### config.mk
export PLATFORM = sky130hd
export DESIGN_NAME = regfile_sb
export DESIGN_NICKNAME = d
export VERILOG_FILES = /design/src/rtl/regfile_sb.sv
export SDC_FILE = /design/constraint.sdc
export NUM_CORES = 1
export LEC_CHECK = 0
export CORE_MARGIN = 10
export CORE_UTILIZATION = 60
export DETAILED_ROUTE_END_ITERATION = 10
export DONT_BUFFER_PORTS = 1
export PLACE_DENSITY = 0.73
export REMOVE_ABC_BUFFERS = 1
export SYNTH_ARGS = -nofsm -noshare
export SYNTH_HDL_FRONTEND = slang
export SYNTH_SLANG_ARGS = --single-unit
### constraint.sdc
create_clock -name clk_i -period 10.1 [get_ports clk_i]
set_clock_uncertainty 0.05 [all_clocks]
set_input_delay 2.525 -clock clk_i [delete_from_list [all_inputs] [get_ports clk_i]]
set_output_delay 2.525 -clock clk_i [all_outputs]
set_load 0.05 [all_outputs]
### src/rtl/regfile_sb.sv
// regfile_sb: parametrised register file with a busy scoreboard and a
// clear sequencer that runs after reset.
// Issue logic reads operands and reserves a destination register.
// Writeback writes data and releases the destination.
// Build option REGFILE_SB_BYPASS_EN selects how a read and a write to the
// same register in the same cycle are resolved:
//   - defined: write-first forwarding;
//   - undefined (default): read-before-write.
//
// state | meaning
// ------+----------------------------------------------------------
// CLEAR | zeroing one register per cycle; traffic ignored, ready low
// RUN   | normal operation; left only through reset
module regfile_sb #(
    parameter int DATA_WIDTH = 32,
    parameter int ADDR_WIDTH = 5
) (
    input  logic                  clk_i,
    input  logic                  rst_n_i,
    output logic                  ready_o,
    input  logic                  rd_we_i,
    input  logic [ADDR_WIDTH-1:0] rd_addr_i,
    input  logic [DATA_WIDTH-1:0] rd_data_i,
    input  logic                  rsv_valid_i,
    input  logic [ADDR_WIDTH-1:0] rsv_addr_i,
    input  logic [ADDR_WIDTH-1:0] rs1_addr_i,
    input  logic [ADDR_WIDTH-1:0] rs2_addr_i,
    output logic [DATA_WIDTH-1:0] rs1_data_o,
    output logic [DATA_WIDTH-1:0] rs2_data_o,
    output logic                  rs1_busy_o,
    output logic                  rs2_busy_o
);

    localparam int NUM_REGS = 1 << ADDR_WIDTH;

    typedef enum logic {
        ST_CLEAR = 1'b0,
        ST_RUN   = 1'b1
    } state_t;

    state_t                  state_q, state_d;
    logic [ADDR_WIDTH-1:0]   clr_ptr_q, clr_ptr_d;
    logic                    ready_q, ready_d;
    logic [NUM_REGS-1:0]     busy_q, busy_d;
    logic [DATA_WIDTH-1:0]   rs1_data_q, rs1_data_d;
    logic [DATA_WIDTH-1:0]   rs2_data_q, rs2_data_d;
    logic                    rs1_busy_q, rs1_busy_d;
    logic                    rs2_busy_q, rs2_busy_d;

    logic [DATA_WIDTH-1:0]   mem_q [NUM_REGS];
    logic                    mem_we;
    logic [ADDR_WIDTH-1:0]   mem_waddr;
    logic [DATA_WIDTH-1:0]   mem_wdata;

    logic                    wr_hit;
    logic                    rsv_hit;

    assign wr_hit  = rd_we_i && (rd_addr_i != '0);
    assign rsv_hit = rsv_valid_i && (rsv_addr_i != '0);

    // Next-state logic: clear sequencing, scoreboard update and read muxing.
    always_comb begin
        state_d    = state_q;
        clr_ptr_d  = clr_ptr_q;
        ready_d    = ready_q;
        busy_d     = busy_q;
        rs1_data_d = '0;
        rs2_data_d = '0;
        rs1_busy_d = 1'b0;
        rs2_busy_d = 1'b0;
        mem_we     = 1'b0;
        mem_waddr  = rd_addr_i;
        mem_wdata  = rd_data_i;

        case (state_q)
            ST_CLEAR: begin
                mem_we    = 1'b1;
                mem_waddr = clr_ptr_q;
                mem_wdata = '0;
                clr_ptr_d = clr_ptr_q + 1'b1;
                if (clr_ptr_q == ADDR_WIDTH'(NUM_REGS - 1)) begin
                    state_d = ST_RUN;
                    ready_d = 1'b1;
                end
            end
            ST_RUN: begin
                mem_we = wr_hit;
                // Release first, then reserve, so a newer producer keeps ownership.
                if (wr_hit) busy_d[rd_addr_i] = 1'b0;
                if (rsv_hit) busy_d[rsv_addr_i] = 1'b1;

                rs1_data_d = (rs1_addr_i == '0) ? '0 : mem_q[rs1_addr_i];
                rs2_data_d = (rs2_addr_i == '0) ? '0 : mem_q[rs2_addr_i];
                rs1_busy_d = busy_q[rs1_addr_i];
                rs2_busy_d = busy_q[rs2_addr_i];
`ifdef REGFILE_SB_BYPASS_EN
                if (wr_hit && (rd_addr_i == rs1_addr_i)) begin
                    rs1_data_d = rd_data_i;
                    rs1_busy_d = rsv_hit && (rsv_addr_i == rd_addr_i);
                end
                if (wr_hit && (rd_addr_i == rs2_addr_i)) begin
                    rs2_data_d = rd_data_i;
                    rs2_busy_d = rsv_hit && (rsv_addr_i == rd_addr_i);
                end
`endif
            end
            default: begin
                state_d = ST_CLEAR;
            end
        endcase
    end

    // State, scoreboard and read-port registers with synchronous reset.
    always_ff @(posedge clk_i) begin
        if (!rst_n_i) begin
            state_q    <= ST_CLEAR;
            clr_ptr_q  <= '0;
            ready_q    <= 1'b0;
            busy_q     <= '0;
            rs1_data_q <= '0;
            rs2_data_q <= '0;
            rs1_busy_q <= 1'b0;
            rs2_busy_q <= 1'b0;
        end else begin
            state_q    <= state_d;
            clr_ptr_q  <= clr_ptr_d;
            ready_q    <= ready_d;
            busy_q     <= busy_d;
            rs1_data_q <= rs1_data_d;
            rs2_data_q <= rs2_data_d;
            rs1_busy_q <= rs1_busy_d;
            rs2_busy_q <= rs2_busy_d;
        end
    end

    // Storage has no reset; the CLEAR sequence zeroes it after every reset.
    always_ff @(posedge clk_i) begin
        if (rst_n_i && mem_we) begin
            mem_q[mem_waddr] <= mem_wdata;
        end
    end

    assign ready_o    = ready_q;
    assign rs1_data_o = rs1_data_q;
    assign rs2_data_o = rs2_data_q;
    assign rs1_busy_o = rs1_busy_q;
    assign rs2_busy_o = rs2_busy_q;

endmodule

=== Yosys cells after proc, flatten, opt, wreduce, memory -nomap -nowiden ===
Memory sizes are Yosys's and may differ from the RTL's. A register that Yosys moved wholly into a read port is not among the register bits.
Cells that the tools add are included.
W data, S select, Z words.

* Register bits: 41
* RAM bits: 1024
* Output and inout bits: 67
* Logic and storage cells: 51
* Memories kept: 1

{| class="wikitable"
|+ Memories
! name !! depth !! bits a word !! rd ports !! clocked after Yosys merged registers in !! wr ports !! RTL line !! source
|-
| mem_q || 32 || 32 || 2 || 2 || 1 || 50 || <nowiki>logic [DATA_WIDTH-1:0] mem_q [NUM_REGS];</nowiki>
|}

* $add $sub $neg: 1
* Order comparisons: 6
* Equality and inequality tests: 1
* Mux-type cells: 18
* Bitwise logic cells: 5
* Reduce and logical (&&, ||, !) cells: 13

{| class="wikitable"
|+ Operators with widths
! cell !! count
|-
| $mux W32 || 4
|-
| $and A32 B32 Y32 || 1
|-
| $not A32 Y32 || 1
|-
| $or A32 B32 Y32 || 1
|-
| $lt A5 B6 Y1 const B || 4
|-
| $bmux W1 S5 || 2
|-
| $demux W1 S5 || 2
|-
| $ge A5 B1 Y1 const B || 2
|-
| $logic_not A5 Y1 || 2
|-
| $reduce_bool A5 Y1 || 2
|-
| $mux W1 || 8
|-
| $reduce_or A3 Y1 || 2
|-
| $add A5 B1 Y5 const B || 1
|-
| $eq A5 B5 Y1 const B || 1
|-
| $logic_and A1 B1 Y1 || 5
|-
| $mux W5 || 1
|-
| $reduce_and A2 Y1 || 2
|-
| $not A1 Y1 || 2
|-
| $pmux W1 S2 || 1
|}

=== Logic depth before layout (Yosys ltp) ===
* Depth after elaboration: 10
* Mapped depth: 9
* Depth with buffers taken out: 5

=== Least setup slack after synthesis ===
No wires, ideal clock.

* Kind: input to register
* Start: in rst_n_i
* End: mem mem_q[1][0] (enable)
* Data arrival time: 4787 ps
* Required time: 9629 ps
* Setup slack: 4842 ps
* Stages: 5
* Buffers on the path: 2
* Cells stage by stage: clkbuf_1 > inv_1 > or3b_2 > clkbuf_1 > nor2_1

* Cells in the longest elaborated chain, start to end: 3

{| class="wikitable"
|+ RTL lines
! item !! RTL line !! source
|-
| from (decl) || 19 || <nowiki>input logic rst_n_i,</nowiki>
|-
| $logic_and A1 B1 Y1 || 138 || <nowiki>if (rst_n_i && mem_we) begin</nowiki>
|-
| $mux W1 || 138 ||
|-
| $mux W1 (not written as such) || 139 || <nowiki>mem_q[mem_waddr] <= mem_wdata;</nowiki>
|-
| to (decl) || 50 ||
|}

Every way passes these cells.

=== Worst setup path in the final report ===
* Start: in rs2_addr_i[0]
* End: reg rs2_data_q[21] (netlist: rs2_data_o[21]) (read register of mem_q)

* Cells in the longest elaborated chain, start to end: 2

{| class="wikitable"
|+ RTL lines
! item !! RTL line !! source
|-
| from (decl) || 27 || <nowiki>input logic [ADDR_WIDTH-1:0] rs2_addr_i,</nowiki>
|-
| $logic_not A5 Y1 || 93 || <nowiki>rs2_data_d = (rs2_addr_i == '0) ? '0 : mem_q[rs2_addr_i];</nowiki>
|-
| $reduce_or A3 Y1 (no source line) || -- ||
|-
| to (decl) || 46 || <nowiki>logic [DATA_WIDTH-1:0] rs2_data_q, rs2_data_d;</nowiki>
|}

Several ways; a longest one is shown, not always the timed one.
A chain may end at the register's enable or synchronous reset.

==> results.py <==
metrics = {
    "floorplanning": {
        "initial_core_util": 0.606,
        "num_rows": 106,
        "coreArea_sq_mm": 0.0837,
        "dieArea_sq_mm": 0.0966,
        "top_level_ports": 123,
        "die_w_microns": 311,
        "die_y_microns": 311,
    },
    "cts": {
        "numCtsBuffers": 114,
        "cts.clk_slew.worst_paths_ns": 0.06,
        "cts_resized": 0,
        "clock_latency_ns": 0.71,
        "cts.sink_count": 1129,
        "ctsLongestPathBuffers": 3,
        "ctsHoldBuffers": 0,
        "post-cts-setup-buffer-count": 0,
        "htree_levels": 3,
        "root_buffer": "clkbuf_16",
        "cts_tree": "done",
    },
    "logic_synthesis": {
        "netlist-cell-type-count": 43,
        "synthMuxAreaShare": 0.258,
        "syn_inst": 2631,
        "seq_area_frac_synth": 0.647,
        "synth_area_leaders": "edfxtp_1 (61%), mux4_2 (21%), mux2i_1 (5.2%)",
        "synth_compound_gate_area_share": 0.0513,
        "yosys.area_share.adder": 0.000493,
        "synth_area_per_cell_sq_um": 19.3,
        "ys_warn_count": 0,
        "synthSimpleGateAreaFrac": 0.0213,
        "synth-seq-cells": 1129,
        "synth_top_family_by_area": "multiplexers",
        "yosys.area.top_type_share": 0.606,
        "yosys.area_share.xor_xnor": 0.000518,
        "yosysTopAreaCell": "edfxtp_1",
        "syn_area_sq_mm": 0.0508,
    },
    "place": {
        "io_buffers": 0,
        "routabilityCongestion": 0.866,
        "hpwl_microns": 79300,
        "dp_cells": 3607,
        "dpl-instance-area_sq_mm": 0.0518,
    },
    "power_and_ir_drop": {
        "p_per_area_mw_per_mm2": 176,
        "leakagePower_nw": 17.4,
        "peakVddDrop_mv": 0.161,
        "total_power_mw": 9.77,
    },
    "setup_path": {
        "r2r_cells": 5,
        "start_kind": "input port",
        "startpoint": "rs2_addr_i[0]",
        "cp_data_required_time_ns": 10.52,
        "critPathKind": "input port to flip-flop",
        "critPathArrivalTime_ns": 5.64,
        "rr_endpoint": "mem_q[11][0]",
        "cp_max_fo": 331,
        "regToRegSetupSlack_ns": 6.23,
        "end_kind": "flip-flop",
        "reg2reg_from": "state_q",
    },
    "detailed_routing": {
        "dr.first_iter.drc_count": 3727,
        "wl_per_cell_microns": 37.4,
        "dr.pass1.iters": 5,
        "antenna_left": 0,
        "drc": 0,
        "viasPerCell": 7.51,
        "vias": 28729,
        "postRouteWirelength_microns": 143000,
    },
    "finish": {
        "final_area_sq_mm": 0.0556,
        "final_cell_mix": "edfxtp_1 (1024), mux4_2 (463), mux2i_1 (264), clkbuf_16 (117), dfxtp_1 (104)",
        "finish.utilization": 0.664,
        "drive_gt1_frac": 0.275,
        "finalNetCount": 2647,
        "mostFrequentLayoutCell": "edfxtp_1",
        "instances_no_fill": 3825,
        "area_growth_pct": 9.53,
    },
    "grt": {
        "grt_pass1_vias": 29592,
        "grt_use_met3": 0.0832,
        "antenna_found_initial": 11,
        "globalRouteTotalUtil": 0.294,
        "grt-ovfl-total": 0,
        "use_met1": 0.395,
        "busiest_layer": "met2",
        "grt_max_degree": 332,
        "grt_pass1_wl_microns": 208000,
        "met2_usage": 0.455,
    },
    "sta": {
        "maxSlewViolCount": 0,
        "post-route-period-util": 0.517,
        "setup_viol": 0,
        "hold_violations": 0,
        "rsz0062_at_grt": "no",
        "tightest_slew_ns": 1.47,
        "period_minus_slack_ns": 5.22,
        "maxSlewHeadroom": 0.0217,
        "fmax_mhz": 192,
        "finalSetupTns_ns": 0,
    },
    "worst_hold_path": {
        "min_from": "busy_q[12]",
        "hold-path-endpoint": "busy_q[12]",
        "hold_path_depth": 2,
        "holdCritPathClass": "flip-flop to flip-flop",
    },
    "run_status": {
        "status": "complete, no violations",
    },
    "job": {
        "maxCapViolations": 0,
    },
}
## power by group
group / leakage (nW) / switching [mW] / internal [mW]
Sequential: 9.83 / 0.0154 / 5.05
Combinational: 5.68 / 0.178 / 0.245
Clock: 1.85 / 1.78 / 2.49
Total: 17.4 / 1.98 / 7.79
## sequential cells by signal, summed over array words and instances (netlist names)
name / count
rs2_busy_o: 1
rs1_data_o: 32
busy_q: 32
clr_ptr_q: 5
ready_o: 1
mem_q: 1024
rs1_busy_o: 1
rs2_data_o: 32
state_q: 1
## cells in the mapped netlist, drive strengths merged
cell type	n
edfxtp	1024
mux4	463
mux2i	264
buf	111
dfxtp	105
clkbuf	98
a22o	66
o221ai	65
nor2	53
nand2	51
nor3	39
a211oi	35
and2	35
o21ai	34
a2111oi	33
o22ai	33
a21oi	32
o22a	32
nand2b	8
nand3	7
nor2b	5
inv	4
or3	4
and3	3
nand3b	3
nor4	3
or3b	3
or4	3
a22oi	2
ha	2
nor3b	2
o2bb2ai	2
xor2	2
a31o	1
mux2	1
nand4	1
or2	1
xnor2	1
## cell type report
type	count	area [sq um]
Sequential cell	1129	32900
Clock inverter	59	621
Tap cell	1134	1420
Inverter	4	15.0
Timing Repair Buffer	51	383
Multi-Input combinational cell	1289	17100
Antenna cell	3	7.51
Clock buffer	156	3190
Fill cell	5348	28100
## how the worst max path moves through the flow
stage	endpoint	slack (ns)	depth (start not counted)
6_report	rs2_data_o[21]	4.88	4
5_1_grt	mem_q[13][3]	5.34	4
4_1_cts	mem_q[5][5]	5.48	4
3_5_place_dp	mem_q[5][5]	4.76	4
3_3_place_gp	mem_q[5][23]	4.83	4
2_1_floorplan	rs2_data_o[19]	4.64	4
## logic make-up after synthesis
family	Yosys count
AO/OA/AOI/OAI	335
AND/OR/NAND/NOR	221
multiplexers	728
adder cells (fa/ha/maj)	2
buffers and inverters	213
XOR/XNOR	3
flip-flops	1129
## through the flow
stage	hold WS (ns)	worst slack [ns]
floorplan	0.393	4.64
global placement	0.429	4.83
detailed placement	0.432	4.76
CTS	0.440	5.48
global route	0.466	5.34
finish	0.441	4.88
## metal layers
layer | routed length [microns] | vias to the layer above
met3 | 18200 | 359
met5 | 60 | -
met4 | 6060 | 10
met2 | 67800 | 2073
li1 | - | 11250
met1 | 51000 | 15037
## critical path: stages
cell and delay (ns):
mux4_2 0.96, a22o_1 0.25, a2111oi_0 1.06, nor3_1 0.23
Power figures use the tool's default switching activity.
